File: src/rtl/pipe_skid_stage.sv
// pipe_skid_stage: valid/ready pipeline stage register with optional 2-entry skid buffer,
// synchronous flush and a saturating back-pressure counter.
//   clk, rst_n          clock (rising edge), asynchronous active-low reset
//   flush_i             drop held entries and any same-cycle incoming payload
//   up_valid_i/_ready_o upstream handshake, up_data_i payload in
//   dn_valid_o/_ready_i downstream handshake, dn_data_o payload out (straight from a flop)
//   cnt_clr_i           clear of stall_cnt_o (wins over increment)
//   stall_cnt_o         saturating count of cycles with dn_valid_o & ~dn_ready_i
module pipe_skid_stage #(
    parameter int              DW      = 64,
    parameter bit              SKID_EN = 1'b1,
    parameter logic [DW-1:0]   RST_VAL = '0,
    parameter int              CW      = 16
) (
    input  logic          clk,
    input  logic          rst_n,
    input  logic          flush_i,
    input  logic          up_valid_i,
    output logic          up_ready_o,
    input  logic [DW-1:0] up_data_i,
    output logic          dn_valid_o,
    input  logic          dn_ready_i,
    output logic [DW-1:0] dn_data_o,
    input  logic          cnt_clr_i,
    output logic [CW-1:0] stall_cnt_o
);
    typedef enum logic [1:0] {EMPTY, FULL, SKID} state_t;
    state_t        state_q;
    logic [DW-1:0] main_q, skid_q;
    logic          valid_q, rdy_q;
    logic [CW-1:0] cnt_q, cnt_d;
    logic          up_in, dn_out;
    // With the skid buffer the ready is a flop, cutting the dn_ready_i -> up_ready_o path.
    assign up_ready_o  = SKID_EN ? rdy_q : (~valid_q | dn_ready_i);
    assign up_in       = up_valid_i & up_ready_o;
    assign dn_out      = valid_q & dn_ready_i;
    assign dn_valid_o  = valid_q;
    assign dn_data_o   = main_q;
    assign stall_cnt_o = cnt_q;
    always_comb begin
        cnt_d = cnt_clr_i ? '0 : (valid_q & ~dn_ready_i & ~&cnt_q) ? cnt_q + 1'b1 : cnt_q;
    end
    always_ff @(posedge clk or negedge rst_n) begin
        if (!rst_n) begin
            state_q <= EMPTY;
            main_q  <= RST_VAL;
            skid_q  <= RST_VAL;
            valid_q <= 1'b0;
            rdy_q   <= 1'b1;
            cnt_q   <= '0;
        end else begin
            cnt_q <= cnt_d;
            if (flush_i) begin
                state_q <= EMPTY;
                valid_q <= 1'b0;
                rdy_q   <= 1'b1;
            end else begin
                case (state_q)
                    EMPTY: if (up_in) begin
                        main_q  <= up_data_i;
                        state_q <= FULL;
                        valid_q <= 1'b1;
                    end
                    FULL: if (up_in && dn_out) begin
                        main_q <= up_data_i;
                    end else if (dn_out) begin
                        state_q <= EMPTY;
                        valid_q <= 1'b0;
                    end else if (up_in && SKID_EN) begin
                        // Downstream stalled while the registered ready still said yes: park it.
                        skid_q  <= up_data_i;
                        state_q <= SKID;
                        rdy_q   <= 1'b0;
                    end
                    SKID: if (dn_out) begin
                        main_q  <= skid_q;
                        state_q <= FULL;
                        rdy_q   <= 1'b1;
                    end
                    default: begin
                        state_q <= EMPTY;
                        valid_q <= 1'b0;
                        rdy_q   <= 1'b1;
                    end
                endcase
            end
        end
    end
endmodule

File: config.mk
export PLATFORM = sky130hd
export DESIGN_NAME = pipe_skid_stage
export DESIGN_NICKNAME = d
export VERILOG_FILES = /design/src/rtl/pipe_skid_stage.sv
export SDC_FILE = /design/constraint.sdc
export NUM_CORES = 1
export LEC_CHECK = 0
export BUFFER_PORTS_ARGS = -buffer_cell sky130_fd_sc_hd__buf_4
export CAP_MARGIN = 0
export CORE_MARGIN = 5
export CORE_UTILIZATION = 49
export DETAILED_ROUTE_END_ITERATION = 10
export GPL_ROUTABILITY_DRIVEN = 0
export GPL_TIMING_DRIVEN = 0
export PLACE_DENSITY = 0.83
export RECOVER_POWER = 50
export SLEW_MARGIN = 0
export SYNTH_ARGS = -nofsm -noshare
export SYNTH_HDL_FRONTEND = slang
export SYNTH_SLANG_ARGS = --single-unit
File: constraint.sdc
create_clock -name clk -period 2.3 [get_ports clk]
set_clock_uncertainty 0.2 [all_clocks]
set_input_delay 0.115 -clock clk [delete_from_list [all_inputs] [get_ports clk]]
set_output_delay 0.115 -clock clk [all_outputs]
set_load 0.02 [all_outputs]
Yosys cells after proc, flatten, opt, wreduce, memory -nomap -nowiden
Cells that the tools add are included.
Operators by class
  $mul: 0
  $add $sub $neg: 1
  equality and inequality tests: 14
  mux-type cells: 24
  reductions and logical operators: 11
  $lt $le $gt $ge: 0
  shifts and indexed selects: 0
  bitwise operators: 8
  divide/modulo/power cells: 0
Operators with widths (number)
  64-bit two-way mux: 3
  64-bit case mux with 3 select lines: 1
  16-bit two-way mux: 2
  3-bit != test, second input constant: 6
  16-bit by 1-bit adder with 16-bit output, second input constant: 1
  16-bit AND reduction: 1
  5-bit AND reduction: 3
  2-bit two-way mux: 6
  2-bit != test, second input constant: 5
  1-bit two-way mux: 9
  4-bit AND reduction: 2
  1-bit case mux with 3 select lines: 2
  2-bit case mux with 3 select lines: 1
  1-bit bitwise AND: 4
  4-bit != test, second input constant: 1
  1-bit NOT: 4
  3-bit nonzero test: 1
  2-bit by 1-bit equality test with 1-bit output, second input constant: 1
  2-bit equality test, second input constant: 1
  2-bit logical NOT: 1
  2-bit nonzero test: 1
  1-bit logical AND: 1
  1-bit logical NOT: 1
Word-level totals
  logic and storage cells: 64
  bits in read-only memories: 0
  output and inout bits: 82
  memories kept: 0
  latch bits: 0
  input port bits: 70
  register bits: 148
  RAM bits: 0

Longest topological paths before layout
  depth after elaboration: 6
  mapped depth: 7
  depth with buffers taken out: 5

Worst setup path after synthesis
OpenSTA, ideal clock, no wires.
  path type: reg-to-reg
  start: register rdy_q, in the netlist up_ready_o
  end: register main_q[34], in the netlist dn_data_o[34]
  setup slack: 0.027 ns
  arrival: 1.948 ns
  stages on the path, launching flop included: 6
  buffers on the path: 1
  required time: 1.975 ns
  path through: dfstp_2 -> nand2_1 -> or3_1 -> a21oi_4 -> buf_6 -> mux2_2
Between the ends
  longest elaborated chain between the ends: 4
  elaborated cells between the ends (all ways): 5
  those cells by class: 2 x eq/ne; 1 x bitwise; 2 x reduce/logical
RTL lines
  start, declared: line 30  | logic valid_q, rdy_q;
  start signal, assigned: line 49  | rdy_q <= 1'b1;
  start signal, assigned: line 56  | rdy_q <= 1'b1;
  start signal, assigned: line 73  | rdy_q <= 1'b0;
  1-bit bitwise AND *: line 35  | assign up_in = up_valid_i & up_ready_o;
  1-bit logical AND: line 64  | FULL: if (up_in && dn_out) begin
  2-bit != test (no line)
  5-bit AND reduction (no line) *
  end signal, assigned: line 60  | main_q <= up_data_i;
  end signal, assigned: line 65  | main_q <= up_data_i;
  end signal, assigned: line 76  | main_q <= skid_q;
  end, declared: line 29  | logic [DW-1:0] main_q, skid_q;
Mark *: on every way between the ends. The rest lies on a longest branch, timed or not.
A chain may end at the register's enable or synchronous reset.

Final worst setup path
  start: register rdy_q, in the netlist up_ready_o
  end: register main_q[43], in the netlist dn_data_o[43]
The elaborated chain is that of the path after synthesis.

==> qor.yml <==
synth.distinct_cells: 38
place_area_um2: 8070
violations: "max-capacitance violations, max-slew violations"
fmax_mhz: 451
p_int_w: 0.00676
diodes: 0
syn_to_final_growth_pct: 36.3
powerDensity_nw_per_um2: 1110
coreArea_um2: 13300
worst_slew_pin_slew_ns: 1.58
row_count: 42
slew_headroom_pct: -5.46
drive_gt1_share_pct: 25.5
status: "complete, but fails checks"
cts.reportedPaths.clkPinSlew_ns: 0.06
syn_nets: 674
grt_pass1_vias: 5708
routed_wl_um: 17300
ys_ff_latch: 148
critPathArrivalTime_ns: 2.30
total_power_w: 0.0102
htree_levels: 4
p_seq_share_pct: 43.4
grt_max_degree: 80
synth.avg_cell_area_um2: 11.1
holdPathStages: 3
die_w_um: 127
gr-total-overflow: 0
peakVddDrop_mv: 0.669
cp-start-kind: "register"
post-route-min-period_ns: 2.22
finalCritPeriodShare_pct: 96.4
cts_tree: "built"
worstPathMaxFanout: 10
maxCapViolations: 1
vias: 5433
drcViolationCount: 0
p_clk_share_pct: 26.3
synth_cells: 603
finalInstanceArea_um2: 9130
max_stage_delay_ns: 0.58
cts_buffers: 17
leakage_nw: 4.20
grt_pass1_wl_um: 27800
ant_nets: 0
clockRootBuffer: "clkbuf_16"
post_drt_wl_per_cell_um: 16.7
cp_data_required_time_ns: 2.38
hpwl_um: 11300
drt_pass1_iterations: 5
post-route-util_pct: 68.6
worst_path_max_delay_cell: "dfstp_2"
p_sw_share_pct: 33.5
worstSetupEndpointType: "register"
finalSetupViolations: 0
io_pins: 152
vias_per_cell: 5.25
die_area_um2: 16100
rr_worst_depth: 6
dieHeight_um: 127
finalHoldViolCount: 0
clock_sinks: 148
ys_seq_area_share_pct: 55.3
clk_latency_ns: 0.41
antenna_found_initial: 0
yosysWarnings: 0
io_buffers: 150
grt_use_total_pct: 21.4
worstSetupPathType: "register to register"
hp-class: "input pin to register"
finalMaxSlewViolations: 70
cp_cell_sequence: "nand2_1 > or3_4 > a21oi_4 > buf_4 > buf_6 > mux2_2"
clock_path_buffers: 2
start_util_pct: 50.3
synth_area_um2: 6690
nNetsFinal: 917
p_switching_w: 0.00340
comb_power_share_pct: 30.3
drt_iter0_drc: 310
==> power by group through the flow <==
stage	combinational, W	clock, W	sequential (W)
after detailed placement	0.00346	0	0.00443
after global routing	0.00335	0.00283	0.00453
final	0.00308	0.00267	0.00441
after global placement	0.00333	0	0.00434
after CTS	0.00358	0.00272	0.00440
after floorplan	0.00131	0	0.00500
==> synth_stat cells <==
cell type	n	area, um^2
nand2_1	203	762
dfrtp_1	147	3680
mux2_2	79	890
mux2_1	51	574
a21oi_1	16	80.1
clkbuf_1	11	41.3
buf_2	8	40.0
o31ai_1	8	60.1
or4_1	8	60.1
nand4_1	7	43.8
buf_1	6	22.5
buf_6	6	67.6
nand3_1	5	25.0
nor2b_1	5	31.3
o21ai_0	5	25.0
or3_1	5	31.3
nand2b_1	3	18.8
nor2_1	3	11.3
nor4_1	3	18.8
or2_2	3	18.8
and3_1	2	12.5
and4_1	2	17.5
o21ba_2	2	20.0
a21boi_0	1	7.51
a21boi_1	1	7.51
a21oi_4	1	16.3
and2b_1	1	7.51
dfstp_2	1	26.3
ha_1	1	12.5
inv_1	1	3.75
nor3_1	1	5.00
nor3b_1	1	7.51
nor4b_1	1	8.76
o21a_1	1	7.51
o21bai_1	1	7.51
o2bb2ai_1	1	8.76
o31a_1	1	8.76
xor2_1	1	8.76
==> stage by stage <==
step           setup slack, ns  cells  setup TNS (ns)  hold slack [ns]
3_5_place_dp            -0.155    930           -8.21          -0.0368
4_1_cts                 0.0269   1033               0           0.0849
2_1_floorplan           0.0271    603               0           -0.381
5_1_grt               -0.00871   1035         -0.0485            0.277
3_3_place_gp            -0.110    929           -6.10            0.125
6_report                0.0822   1035               0            0.284
==> layer usage <==
metal  GRT usage [%]  vias up  part of all wire (%)
met5               0        -                     0
met3            4.58       22                   6.0
li1                -     2534                     -
met2            38.4      205                    52
met1            25.6     2672                    40
met4            6.81        0                   1.5
==> cells by family after synthesis <==
kind of cell | Yosys count | share of synthesized area [%]
AND/OR/NAND/NOR | 253 | 16.1
flip-flops | 148 | 55.3
multiplexers | 130 | 21.9
AO/OA/AOI/OAI | 38 | 3.72
buffers and inverters | 32 | 2.62
XOR/XNOR | 1 | 0.131
adder cells (fa/ha/maj) | 1 | 0.187
==> flip-flops by register name, indices dropped and copies added (netlist names) <==
name,cells
skid_q,64
up_ready_o,1
dn_valid_o,1
state_q,2
stall_cnt_o,16
dn_data_o,64
==> critical path: cells and delay by family, from the launching register on <==
| kind | cells | cell delay (ns) |
|---|---|---|
| DFF | 1 | 0.58 |
| and+or+nand+nor | 2 | 0.51 |
| muxes | 1 | 0.35 |
| buffers and inverters | 2 | 0.33 |
| AOI/OAI and AO/OA | 1 | 0.13 |
==> worst paths after layout <==
| path | start | endpoint | slack (ns) |
|---|---|---|---|
| max reg2reg | up_ready_o | dn_data_o[43] | 0.08 |
| min reg2reg | dn_data_o[32] | dn_data_o[32] | 0.29 |
| max in group asynchronous | rst_n | up_ready_o | 0.38 |
| max | up_ready_o | dn_data_o[43] | 0.08 |
| min in group asynchronous | rst_n | dn_data_o[3] | 0.43 |
| min | flush_i | dn_valid_o | 0.28 |
==> placed cells by master, fill, tap and decap left out, types with 2 or more instances in the layout <==
| cell | Yosys | final |
|---|---|---|
| o21ba_2 | 2 | 2 |
| nor2b_1 | 5 | 5 |
| dfrtp_1 | 147 | 147 |
| clkinv_2 | 0 | 2 |
| nor2_1 | 3 | 3 |
| nand2_1 | 203 | 203 |
| and3_1 | 2 | 2 |
| buf_4 | 0 | 84 |
| buf_6 | 6 | 6 |
| clkinvlp_4 | 0 | 4 |
| nand2b_1 | 3 | 3 |
| o31ai_1 | 8 | 8 |
| mux2_1 | 51 | 51 |
| clkbuf_8 | 0 | 6 |
| nor4_1 | 3 | 2 |
| clkbuf_16 | 0 | 17 |
| and4_1 | 2 | 2 |
| buf_1 | 6 | 6 |
| or2_2 | 3 | 3 |
| buf_2 | 8 | 8 |
| or3_1 | 5 | 4 |
| or4_1 | 8 | 8 |
| mux2_2 | 79 | 79 |
| dlygate4sd3_1 | 0 | 69 |
| clkbuf_1 | 11 | 81 |
| clkbuf_2 | 0 | 2 |
| nand4_1 | 7 | 7 |
| o21ai_0 | 5 | 5 |
| a21oi_1 | 16 | 16 |
| nand3_1 | 5 | 5 |
==> layout make-up <==
cell class	instances	area [um^2]
fillers	999	4170
flip-flops and latches	148	3700
multi-input cells	423	2830
repair buffers	224	1610
clock buffers	25	515
well taps	176	220
plain buffers	31	176
clock inverters	7	70.1
inverters	1	3.75
==> repair_timing <==
item / CTS / global route
hold buffers: 69 / 0
hold endpoints to repair: 205 / 0
buffers inserted: 2 / 2
pin swaps: 1 / 1
endpoints found under the setup margin: 60 / 106
resized for setup: 0 / 7
(Power assumes the default switching activity.)
